--- src/rtl/fifo_unpack.sv ---
// Drains a first-word-fall-through FIFO and emits each word as Ratio narrow
// chunks on a valid/ready stream, one chunk per cycle with no bubble between words.
module fifo_unpack #(
  parameter int InWidth    = 16,
  parameter int OutWidth   = 4,
  parameter int CountWidth = 2,
  parameter bit MsbFirst   = 1'b1
) (
  input  logic                clk,
  input  logic                reset,
  input  logic                fifo_empty,
  input  logic [InWidth-1:0]  fifo_data,
  output logic                fifo_read,
  output logic                out_valid,
  output logic [OutWidth-1:0] out_data,
  output logic                out_last,
  input  logic                out_ready,
  output logic                busy
);

  localparam int Ratio = InWidth / OutWidth;
  localparam logic [CountWidth-1:0] LastIdx = CountWidth'(Ratio - 1);

  if ((InWidth % OutWidth) != 0 || Ratio < 2 || (2 ** CountWidth) < Ratio) begin : g_bad_params
    $error("fifo_unpack: InWidth/OutWidth/CountWidth combination is illegal");
  end

  logic [InWidth-1:0]    word_reg;
  logic [CountWidth-1:0] chunk_idx;
  logic                  holding;

  logic xfer, at_last, done, load;

  assign xfer    = holding & out_ready;
  assign at_last = (chunk_idx == LastIdx);
  assign done    = xfer & at_last;
  // Refill in the same cycle the last chunk leaves, so the stream never bubbles.
  assign load    = ~fifo_empty & (~holding | done);

  assign fifo_read = load & ~reset;
  assign out_valid = holding;
  assign out_last  = holding & at_last;
  assign busy      = holding | ~fifo_empty;

  // Chunk k of the held word, already placed in transmit order.
  logic [Ratio-1:0][OutWidth-1:0] chunk;

  for (genvar k = 0; k < Ratio; k++) begin : g_chunk
    if (MsbFirst) begin : g_msb
      assign chunk[k] = word_reg[InWidth-1-k*OutWidth -: OutWidth];
    end else begin : g_lsb
      assign chunk[k] = word_reg[k*OutWidth +: OutWidth];
    end
  end

  assign out_data = chunk[chunk_idx];

  always_ff @(posedge clk) begin
    if (reset) begin
      holding   <= 1'b0;
      chunk_idx <= '0;
      word_reg  <= '0;
    end else if (load) begin
      word_reg  <= fifo_data;
      chunk_idx <= '0;
      holding   <= 1'b1;
    end else if (done) begin
      holding   <= 1'b0;
      chunk_idx <= '0;
    end else if (xfer) begin
      chunk_idx <= chunk_idx + 1'b1;
    end
  end

endmodule

--- config.mk ---
export PLATFORM = sky130hd
export DESIGN_NAME = fifo_unpack
export DESIGN_NICKNAME = d
export VERILOG_FILES = /design/src/rtl/fifo_unpack.sv
export SDC_FILE = /design/constraint.sdc
export NUM_CORES = 1
export LEC_CHECK = 0
export CORE_MARGIN = 2
export CORE_UTILIZATION = 55
export DETAILED_ROUTE_END_ITERATION = 12
export DONT_BUFFER_PORTS = 1
export HOLD_SLACK_MARGIN = 0.06
export PLACE_DENSITY = 0.68
export SLEW_MARGIN = 10
export SYNTH_ARGS = -nofsm -noshare
export SYNTH_HDL_FRONTEND = slang
export SYNTH_SLANG_ARGS = --single-unit
--- constraint.sdc ---
create_clock -name clk -period 2.2 [get_ports clk]
set_input_delay 0.66 -clock clk [delete_from_list [all_inputs] [get_ports clk]]
set_output_delay 0.66 -clock clk [all_outputs]
set_load 0.005 [all_outputs]
# Yosys cells after proc, flatten, opt, wreduce, memory -nomap -nowiden
# Cells that the tools add are included.
[totals]
elab_cells = 22
ff_bits = 19
[op_classes]
n_eq_ne = 1
addsub = 1
bitwise_logic = 10
magnitude_cmp = 1
n_reduce_logical = 2
muxes = 4
[ops]
columns = ["operator", "n"]
rows = [
  ["4-bit binary-select mux with 2-bit select", 1],
  ["1-bit bitwise AND", 5],
  ["4-bit 2-to-1 mux", 1],
  ["2-bit by 3-bit less-than comparator with 1-bit output (second input constant)", 1],
  ["1-bit NOT", 3],
  ["3-bit OR reduction", 1],
  ["2-bit by 1-bit adder with 2-bit output (second input constant)", 1],
  ["2-bit equality test (second input constant)", 1],
  ["1-bit 2-to-1 mux", 2],
  ["1-bit OR", 2],
  ["2-bit nonzero test", 1],
]

# Depth between registers and ports, before layout
[logic_depth]
word_depth = 5
ltp_mapped = 5
depth_no_buf = 4

# Worst setup path before layout
# OpenSTA, ideal clock, no wires.
[synth_path]
kind = "register to output"
from = "register chunk_idx[0]"
to = "output fifo_read"
stages_incl_launch_ff = 5
required_ns = 1.540
arrival_time_ns = 1.269
slack_ns = 0.271
path_cell_list = "dfxtp_1 > ha_1 > a21bo_4 > nor3b_4 > buf_6"
[synth_between]
elab_chain_len = 5
[synth_lines]
columns = ["item", "line", "text"]
rows = [
  ["start, declared", "29", "logic [CountWidth-1:0] chunk_idx;"],
  ["start signal, assigned", "71", "chunk_idx <= chunk_idx + 1'b1;"],
  ["2-bit equality test", "35", "assign at_last = (chunk_idx == LastIdx);"],
  ["1-bit bitwise AND", "36", "assign done = xfer & at_last;"],
  ["1-bit OR", "38", "assign load = ~fifo_empty & (~holding | done);"],
  ["1-bit bitwise AND", "38", ""],
  ["1-bit bitwise AND", "40", "assign fifo_read = load & ~reset;"],
  ["end, declared", "13", "output logic fifo_read,"],
]
# Every way passes these cells.

# Worst setup path after layout
[layout_path]
from = "register chunk_idx[1]"
to = "output fifo_read"
# The elaborated chain is that of the path after synthesis.

==> results.toml <==
[layout]
finalCoreUtilization_pct = 61.4
final_cell_count_no_fill = 74
synthToLayoutAreaGrowth_pct = 3.90
post-route-cell-area_sq_um = 800
nNetsFinal = 81
largest_register_ffs = 16
antenna_cells = 0
layout-drive-gt1-share_pct = 25.4

[placement]
detailedPlacementHpwl_mm = 1.16
portBuffers = 0
dp.cells = 70
pre_cts_ws_ns = 0.356
placedInstanceArea_sq_um = 769
place.gp.congestion = 0.781

[timing]
worst_slew_margin_rel_pct = 70.2
totalNegativeSetupSlack_ns = 0
final_clock_period_utilization_by_the_worst_path_pct = 92.0
max_clock_freq_mhz = 494
clock_skew_ns = 0.00432
finalCriticalPeriod_ns = 2.02
finalHoldViolCount = 0
timing.final.max_slew_violations = 0
setup_viol_count_final = 0
hold_slack_ns = 0.418
rsz0062_at_grt = "false"
timing.final.ws_setup_ns = 0.176
timing_worst_slew_pin_value_ns = 0.446

[route]
drtPass1Iterations = 4
wirelength_mm = 1.48
detail_route.vias_per_cell = 6.55
avgRoutedWirePerCell_um = 20.0
drc = 0
number_of_vias_after_detailed_routing = 485
first_iter_violations = 9
drt_antenna_net_count = 0

[cts]
clk_path_buf_depth = 2
cts.reportedPaths.clkPinSlew_ns = 0.11
cts_root_buf = "sky130_fd_sc_hd__clkbuf_4"
cts-hold-fix-buffers = 0
cts.htree.levels = 1
cts-buffers-inserted = 3
cts_tree = "built"
cts_num_sinks = 19
clk-insertion-delay-late_ns = 0.29
postCtsSetupBuffers = 0

[floorplan]
dieArea_sq_mm = 0.00171
die-width_um = 41.4
placementRows = 13
die_height_um = 41.4
core_region_area_sq_mm = 0.00130
start_util_pct = 59.1
i_o_pins = 28

[setup_path]
critical_path.endpoint = "fifo_read"
setup_slack_of_the_most_critical_reg_to_reg_path_ns = 0.62
timing.rr.start = "chunk_idx[0]"
timing.critical_path.arrival_ns = 1.36
timing.critical_path.from_type = "flip-flop"
r2r_cells = 4
critPathCaptureType = "primary output"
worstPathMaxFanout = 6
timing.rr.end = "chunk_idx[1]"
timing_worst_setup_path_type = "reg2out"
critical_path.startpoint = "chunk_idx[1]"
required_ns = 1.54

[yosys]
syn_area_per_cell_sq_um = 13.5
post_synth_inst_count = 57
syn-cell-area_sq_um = 769
yosys_warnings = 0
synthesis.nets = 78
ys_dominant_reg_cell = "sky130_fd_sc_hd__dfxtp_1"
synth_enable_flop_cells = 0
ys_async_sr_fraction_pct = 0
post_synth_num_cell_types = 18
number_of_storage_elements_in_the_synthesis_netlist = 19
share_of_the_yosys_chip_area_belonging_to_registers_pct = 49.4

[grt]
first_global_vias = 538
grt_usage_pct = 20.0
grt_antenna_before_repair = 0
grt_overflow = 0
grt_first_pass_wirelength_mm = 2.60
pin_count_of_the_biggest_net_entering_global_routing = 19

[power_and_ir_drop]
design_power_total_mw = 0.607
static-leakage-power_nw = 0.316
p_per_area_mw_per_mm2 = 759
worst_vdd_ir_uv = 415

[worst_hold_path]
min-delay-path-class = "in2reg"

[status]
run_status = "completed"

[flow_run]
cap_violations = 0
cells by family (layout without fill, tap and decap cells):
| logic type | Yosys count | count (layout) | share of synthesized area (%) |
|---|---|---|---|
| fa+ha+maj | 1 | 1 | 1.63 |
| buf+inv | 4 | 6 | 3.90 |
| simple gates | 7 | 7 | 7.32 |
| compound gates | 21 | 21 | 24.7 |
| flops | 19 | 19 | 49.4 |
| mux | 5 | 5 | 13.0 |
cell usage after synthesis, types with 2 or more instances:
| master | number | area share (%) |
|---|---|---|
| sky130_fd_sc_hd__dfxtp_1 | 19 | 49 |
| sky130_fd_sc_hd__nand2_1 | 2 | 0.98 |
| sky130_fd_sc_hd__a22o_1 | 16 | 18 |
| sky130_fd_sc_hd__a21oi_1 | 2 | 1.3 |
| sky130_fd_sc_hd__buf_6 | 2 | 2.9 |
| sky130_fd_sc_hd__mux4_2 | 4 | 12 |
cell usage in the layout (no fill, tap or decap), types with 2 or more instances in the layout:
| cell type | netlist | routed |
|---|---|---|
| sky130_fd_sc_hd__dfxtp_1 | 19 | 17 |
| sky130_fd_sc_hd__a21oi_1 | 2 | 2 |
| sky130_fd_sc_hd__nand2_1 | 2 | 2 |
| sky130_fd_sc_hd__a22o_1 | 16 | 16 |
| sky130_fd_sc_hd__mux4_2 | 4 | 4 |
| sky130_fd_sc_hd__dfxtp_2 | 0 | 2 |
| sky130_fd_sc_hd__clkbuf_4 | 0 | 3 |
how the worst min path moves through the flow:
stage	from	endpoint	slack (ns)	cells past startpoint
2_1_floorplan	word_reg[8]	word_reg[8]	0.44	1
3_3_place_gp	word_reg[0]	word_reg[0]	0.46	1
3_5_place_dp	word_reg[10]	word_reg[10]	0.46	1
4_1_cts	reset	out_valid	0.41	1
5_1_grt	reset	out_valid	0.40	1
6_report	reset	out_valid	0.42	1
power by group:
group	internal, mW	switching [mW]	total (mW)	leakage (nW)
Sequential	0.364	0.0148	0.379	0.157
Clock	0.0676	0.106	0.173	0.0177
Combinational	0.0315	0.0228	0.0543	0.141
routing by layer:
metal  up-vias  GRT usage, %  routed length (um)
met2        15          35.3                 833
met5         -             0                   0
met1       241          21.0                 560
li1        229             -                   -
met4         0          7.74                   0
met3         0          7.83                  87
worst max-delay path, stage by stage, from the launching register on:
cell and delay [ns]:
sky130_fd_sc_hd__dfxtp_2 0.44, sky130_fd_sc_hd__ha_1 0.24, sky130_fd_sc_hd__a21bo_4 0.17, sky130_fd_sc_hd__nor3b_4 0.22
layout make-up:
cell class                 instances  area [sq um]
clock buffer                       3          22.5
clock inverter                     1          5.00
fill                             107           502
inverter                           1          3.75
multi-input combinational         34           359
sequential                        19           383
tap                               15          18.8
timing repair buffer               1          7.51
repair_timing:
item                                   4_1_cts  5_1_grt
setup endpoints to repair                    0        1
endpoints found under the hold margin        0        0
gates resized for setup                      0        2
Power figures use the tool's default switching activity.
==> RTL change 1 (config.mk and constraints unchanged) <==
The parameter `InWidth` goes from 16 to 12.
--- a/src/rtl/fifo_unpack.sv
+++ b/src/rtl/fifo_unpack.sv
@@ -1,7 +1,7 @@
 // Drains a first-word-fall-through FIFO and emits each word as Ratio narrow
 // chunks on a valid/ready stream, one chunk per cycle with no bubble between words.
 module fifo_unpack #(
-  parameter int InWidth    = 16,
+  parameter int InWidth    = 12,
   parameter int OutWidth   = 4,
   parameter int CountWidth = 2,
   parameter bit MsbFirst   = 1'b1
Interface: changed (resized fifo_data); port bits go from 28 to 24. The function was not compared with the original's and may differ.
==> RTL change 1 against the original RTL <==
  * Total power fell by 18%
  * Worst setup slack lost 0.0017 ns
  * Largest power group unchanged
  * Area after synthesis fell by 16%
  * Design area is 15% lower
  * Routed wire length fell by 13%
  * Sequential power down 21%
  * Utilization is 0.66 points higher
  * Sequential cell count shrank 4
  * Worst hold slack gained 0.033 ns
==> RTL change 1: results (changes against the original RTL) <==
[drt]
wl_met1_um = 526  ; -6.1%
drt_iter0_drc = 11  ; +2
vias_per_cell = 6.13  ; -6.4%
top_layer_used = met4
dr_wl_met2_um = 676  ; -19%
avgRoutedWirePerCell_um = 17.0  ; -15%

[timing]
final.setup.worst_slack_ns = 0.175  ; -0.00172 ns
fin_worst_skew_ns = 0.000559  ; -0.00377 ns
hold-worst-slack_ns = 0.451  ; +0.0334 ns

[final_layout]
nets = 80  ; -1.2%
drive_gt1_frac = 0.145  ; -0.109
largest_register_ffs = 12  ; -4

[power_and_ir_drop]
finalPower_uw = 497  ; -18%
p_clk_uw = 149  ; -14%
pwr-share-seq = 0.598  ; -0.027
ir_worst_vdd_mv = 0.420  ; +1.0%
power_leakage_nw = 0.270  ; -14%

[placed_design]
placedInstanceArea_um2 = 654  ; -15%
dpl_worst_slack_ns = 0.476  ; +0.120 ns
place_inst = 72  ; +2.9%
routabilityCongestion = 0.709  ; -9.2%

[synth]
yosysSeqAreaShare = 0.465  ; -0.0292
muxShareOfSynthArea = 0.0930  ; -0.0371
synthAdderAreaFrac = 0.0194  ; +0.00312
netlist_top_cells_count = dfxtp_1, a22o_1, mux2i_1
synth_cell_types = 19  ; +1
synth_fp_nets = 76  ; -2.6%

[setup_path]
slowest_stage = dfxtp_1
cp_max_fo = 7  ; +1
reg2reg_depth = 5  ; +1

[global_route]
gr-usage-met2 = 0.394  ; +0.0409
grt_max_degree = 15  ; -4
grt.total_usage = 0.214  ; +0.0139
grtUsageMet1 = 0.222  ; +0.0121

[clocking]
worstSkewPairLatency_ns = 0.27  ; -0.02 ns

[outcome]
status = finished, final reports clean

## RTL change 1: cell count changes in the layout (fill, tap and decap cells not counted), sizes merged, moves of 3 or more
cell,unedited run,this run
dfxtp,19,15
mux4,4,0
nor2b,0,3
nand2,2,5
mux2i,1,6
a22o,16,12
o21ai,0,4
## RTL change 1: logic make-up (layout without fill, tap and decap cells)
group / after synthesis / count (layout)
AO/OA/AOI/OAI: 20 / 20
adder cells (fa/ha/maj): 1 / 1
buffers and inverters: 5 / 8
flip-flops: 15 / 15
multiplexers: 6 / 6
AND/OR/NAND/NOR: 12 / 12
## RTL change 1: cell type report
| type | count | area, µm² |
|---|---|---|
| Fill cell | 93 | 415 |
| Multi-Input combinational cell | 39 | 314 |
| Sequential cell | 15 | 300 |
| Clock buffer | 4 | 26.3 |
| Tap cell | 14 | 17.5 |
| Timing Repair Buffer | 2 | 15.0 |
| Inverter | 2 | 7.51 |
==> RTL change 2 (config.mk and constraints unchanged) <==
Made on the original files. Make the reset (`reset`) asynchronous in one clocked block.
--- a/src/rtl/fifo_unpack.sv
+++ b/src/rtl/fifo_unpack.sv
@@ -55,7 +55,7 @@
 
   assign out_data = chunk[chunk_idx];
 
-  always_ff @(posedge clk) begin
+  always_ff @(posedge clk or posedge reset) begin
     if (reset) begin
       holding   <= 1'b0;
       chunk_idx <= '0;
Check against the original RTL: differs if reset is asserted again (counterexample within 4 cycles, from zero or initial values and one cycle with reset high); with reset held inactive, the same outputs for 10 cycles.
==> RTL change 2 against the original RTL <==
  * Die area rose by 17%
  * Sequential cell count is the same
  * Area after synthesis is 19% higher
  * Routed wire length rose by 6.3%
  * Design area increased by 21%
  * Largest cell class unchanged
  * Worst setup slack lost 0.073 ns
  * Via count decreased by 0.21%
  * Highest routed layer is now met4
Power is not compared: it rests on default switching activity, and its combinational part moved more than twofold at a synthesized area within 25%.
==> RTL change 2: results (changes against the original RTL) <==
[clocking]
clockBufferDepth = 2  ; unchanged
cts_root_buf = clkbuf_4
clk_pin_slew_ns = 0.12
cts_setup_buffers = 0  ; unchanged
worstSkewPairLatency_ns = 0.30
numCtsBuffers = 3  ; unchanged
cts_resized = 0  ; unchanged

[hold_path]
hold_class = input pin to asynchronous set/reset pin

[power_and_ir_drop]
power.internal_uw = 943
ir_worst_vdd_mv = 0.674
power_leakage_nw = 0.427

[timing]
relSlewSlack = 0.805  ; +0.103
fin_worst_skew_ns = 0.0148  ; +0.0105 ns

[placed_design]
routabilityCongestion = 0.723  ; -7.4%
hpwl_um = 1210  ; +4.3%
numPortBuffers = 0  ; unchanged

[outcome]
status = finished, final reports clean

[global_route]
grt_max_degree = 20  ; +1
grt_pass1_vias = 543  ; +0.93%
grtUsageMet1 = 0.212  ; +0.00187
grt_pass1_wl_um = 2430  ; -6.7%
use_met3 = 0.0320  ; -0.0463
antenna_found_initial = 0  ; unchanged
grt.total_usage = 0.175  ; -0.0251
gr-usage-met2 = 0.296  ; -0.0575

[synth]
async_reset_ff_frac = 1.00  ; +1.00
synth_cell_types = 20  ; +2
ys_top_cells_by_area = dfrtp_1, mux2_4, mux4_2
yosysWarnings = 0  ; unchanged
synthFlopType = dfrtp_1
netlist_top_cells_count = dfrtp_1, mux2_4, mux2_2
yosysSeqAreaShare = 0.521  ; +0.0262

[drt]
firstDrtPassIters = 4  ; unchanged
drt_iter0_drc = 7  ; -2
totalWireLength_um = 1580  ; +6.3%
dr_total_vias = 484  ; -0.21%

[setup_path]
cp_max_fo = 5  ; -1
arrival_ns = 1.44  ; +0.08 ns

[final_layout]
nets = 85  ; +4.9%
drive_gt1_frac = 0.492  ; +0.238
fill_cells = 117  ; +9.3%

RTL change 2: cells by family after synthesis:
| kind of cell | Yosys count | share of synthesized area |
|---|---|---|
| adder cells (fa/ha/maj) | 1 | 0.0137 |
| AND/OR/NAND/NOR | 9 | 0.0534 |
| multiplexers | 20 | 0.333 |
| buffers and inverters | 4 | 0.0356 |
| AO/OA/AOI/OAI | 4 | 0.0438 |
| flip-flops | 19 | 0.521 |
RTL change 2: path summary, 6_finish.rpt:
check | start | endpoint | slack, ns | cells after the start
hold / removal | reset | word_reg[2] | 0.26 | 2
hold reg to reg | word_reg[15] | word_reg[15] | 0.52 | 1
max in group asynchronous | reset | out_valid | 1.73 | 2
setup / recovery | chunk_idx[1] | fifo_read | 0.10 | 4
min in group clk | fifo_empty | out_valid | 0.44 | 1
setup reg to reg | chunk_idx[1] | word_reg[7] | 0.48 | 5
RTL change 2: per-stage QoR:
step / instances / worst slack, ns / hold slack, ns / utilization / cell area (µm²)
detailed placement: 75 / 0.361 / 0.493 / 0.616 / 938
finish: 79 / 0.103 / 0.263 / 0.635 / 968
floorplan: 57 / 0.209 / 0.475 / - / 913
global route: 79 / 0.0159 / 0.281 / 0.635 / 968
CTS: 79 / 0.0740 / 0.261 / 0.635 / 968
global placement: 75 / 0.389 / 0.485 / 0.616 / 938
RTL change 2: cell type report:
| type | count | area, µm² | share of cell area |
|---|---|---|---|
| Sequential cell | 19 | 475 | 0.491 |
| Multi-Input combinational cell | 34 | 405 | 0.419 |
| Timing Repair Buffer | 4 | 30.0 | 0.0310 |
| Clock buffer | 3 | 22.5 | 0.0233 |
| Tap cell | 16 | 20.0 | 0.0207 |
| Clock inverter | 1 | 7.51 | 0.00775 |
| Inverter | 2 | 7.51 | 0.00775 |
RTL change 2: per-layer routing:
metal | vias up | part of all wire
met1 | 245 | 0.40
met3 | 2 | 0.062
met2 | 21 | 0.53
met4 | 0 | 0.0057
li1 | 216 | -
met5 | - | 0
RTL change 2: worst max-delay path, cell delays in order (launching register included):
cell and delay [ns]:
dfrtp_1 0.38, ha_1 0.23, nand2_2 0.10, a21oi_4 0.24, and2_2 0.20
RTL change 2: power groups by stage:
| stage | clock (mW) | sequential (mW) | combinational (mW) |
|---|---|---|---|
| 3_3_place_gp | 0 | 0.604 | 0.533 |
| 5_1_grt | 0.199 | 0.630 | 0.589 |
| 2_1_floorplan | 0 | 0.596 | 0.467 |
| 6_report | 0.180 | 0.617 | 0.544 |
| 3_5_place_dp | 0 | 0.623 | 0.551 |
| 4_1_cts | 0.188 | 0.615 | 0.554 |
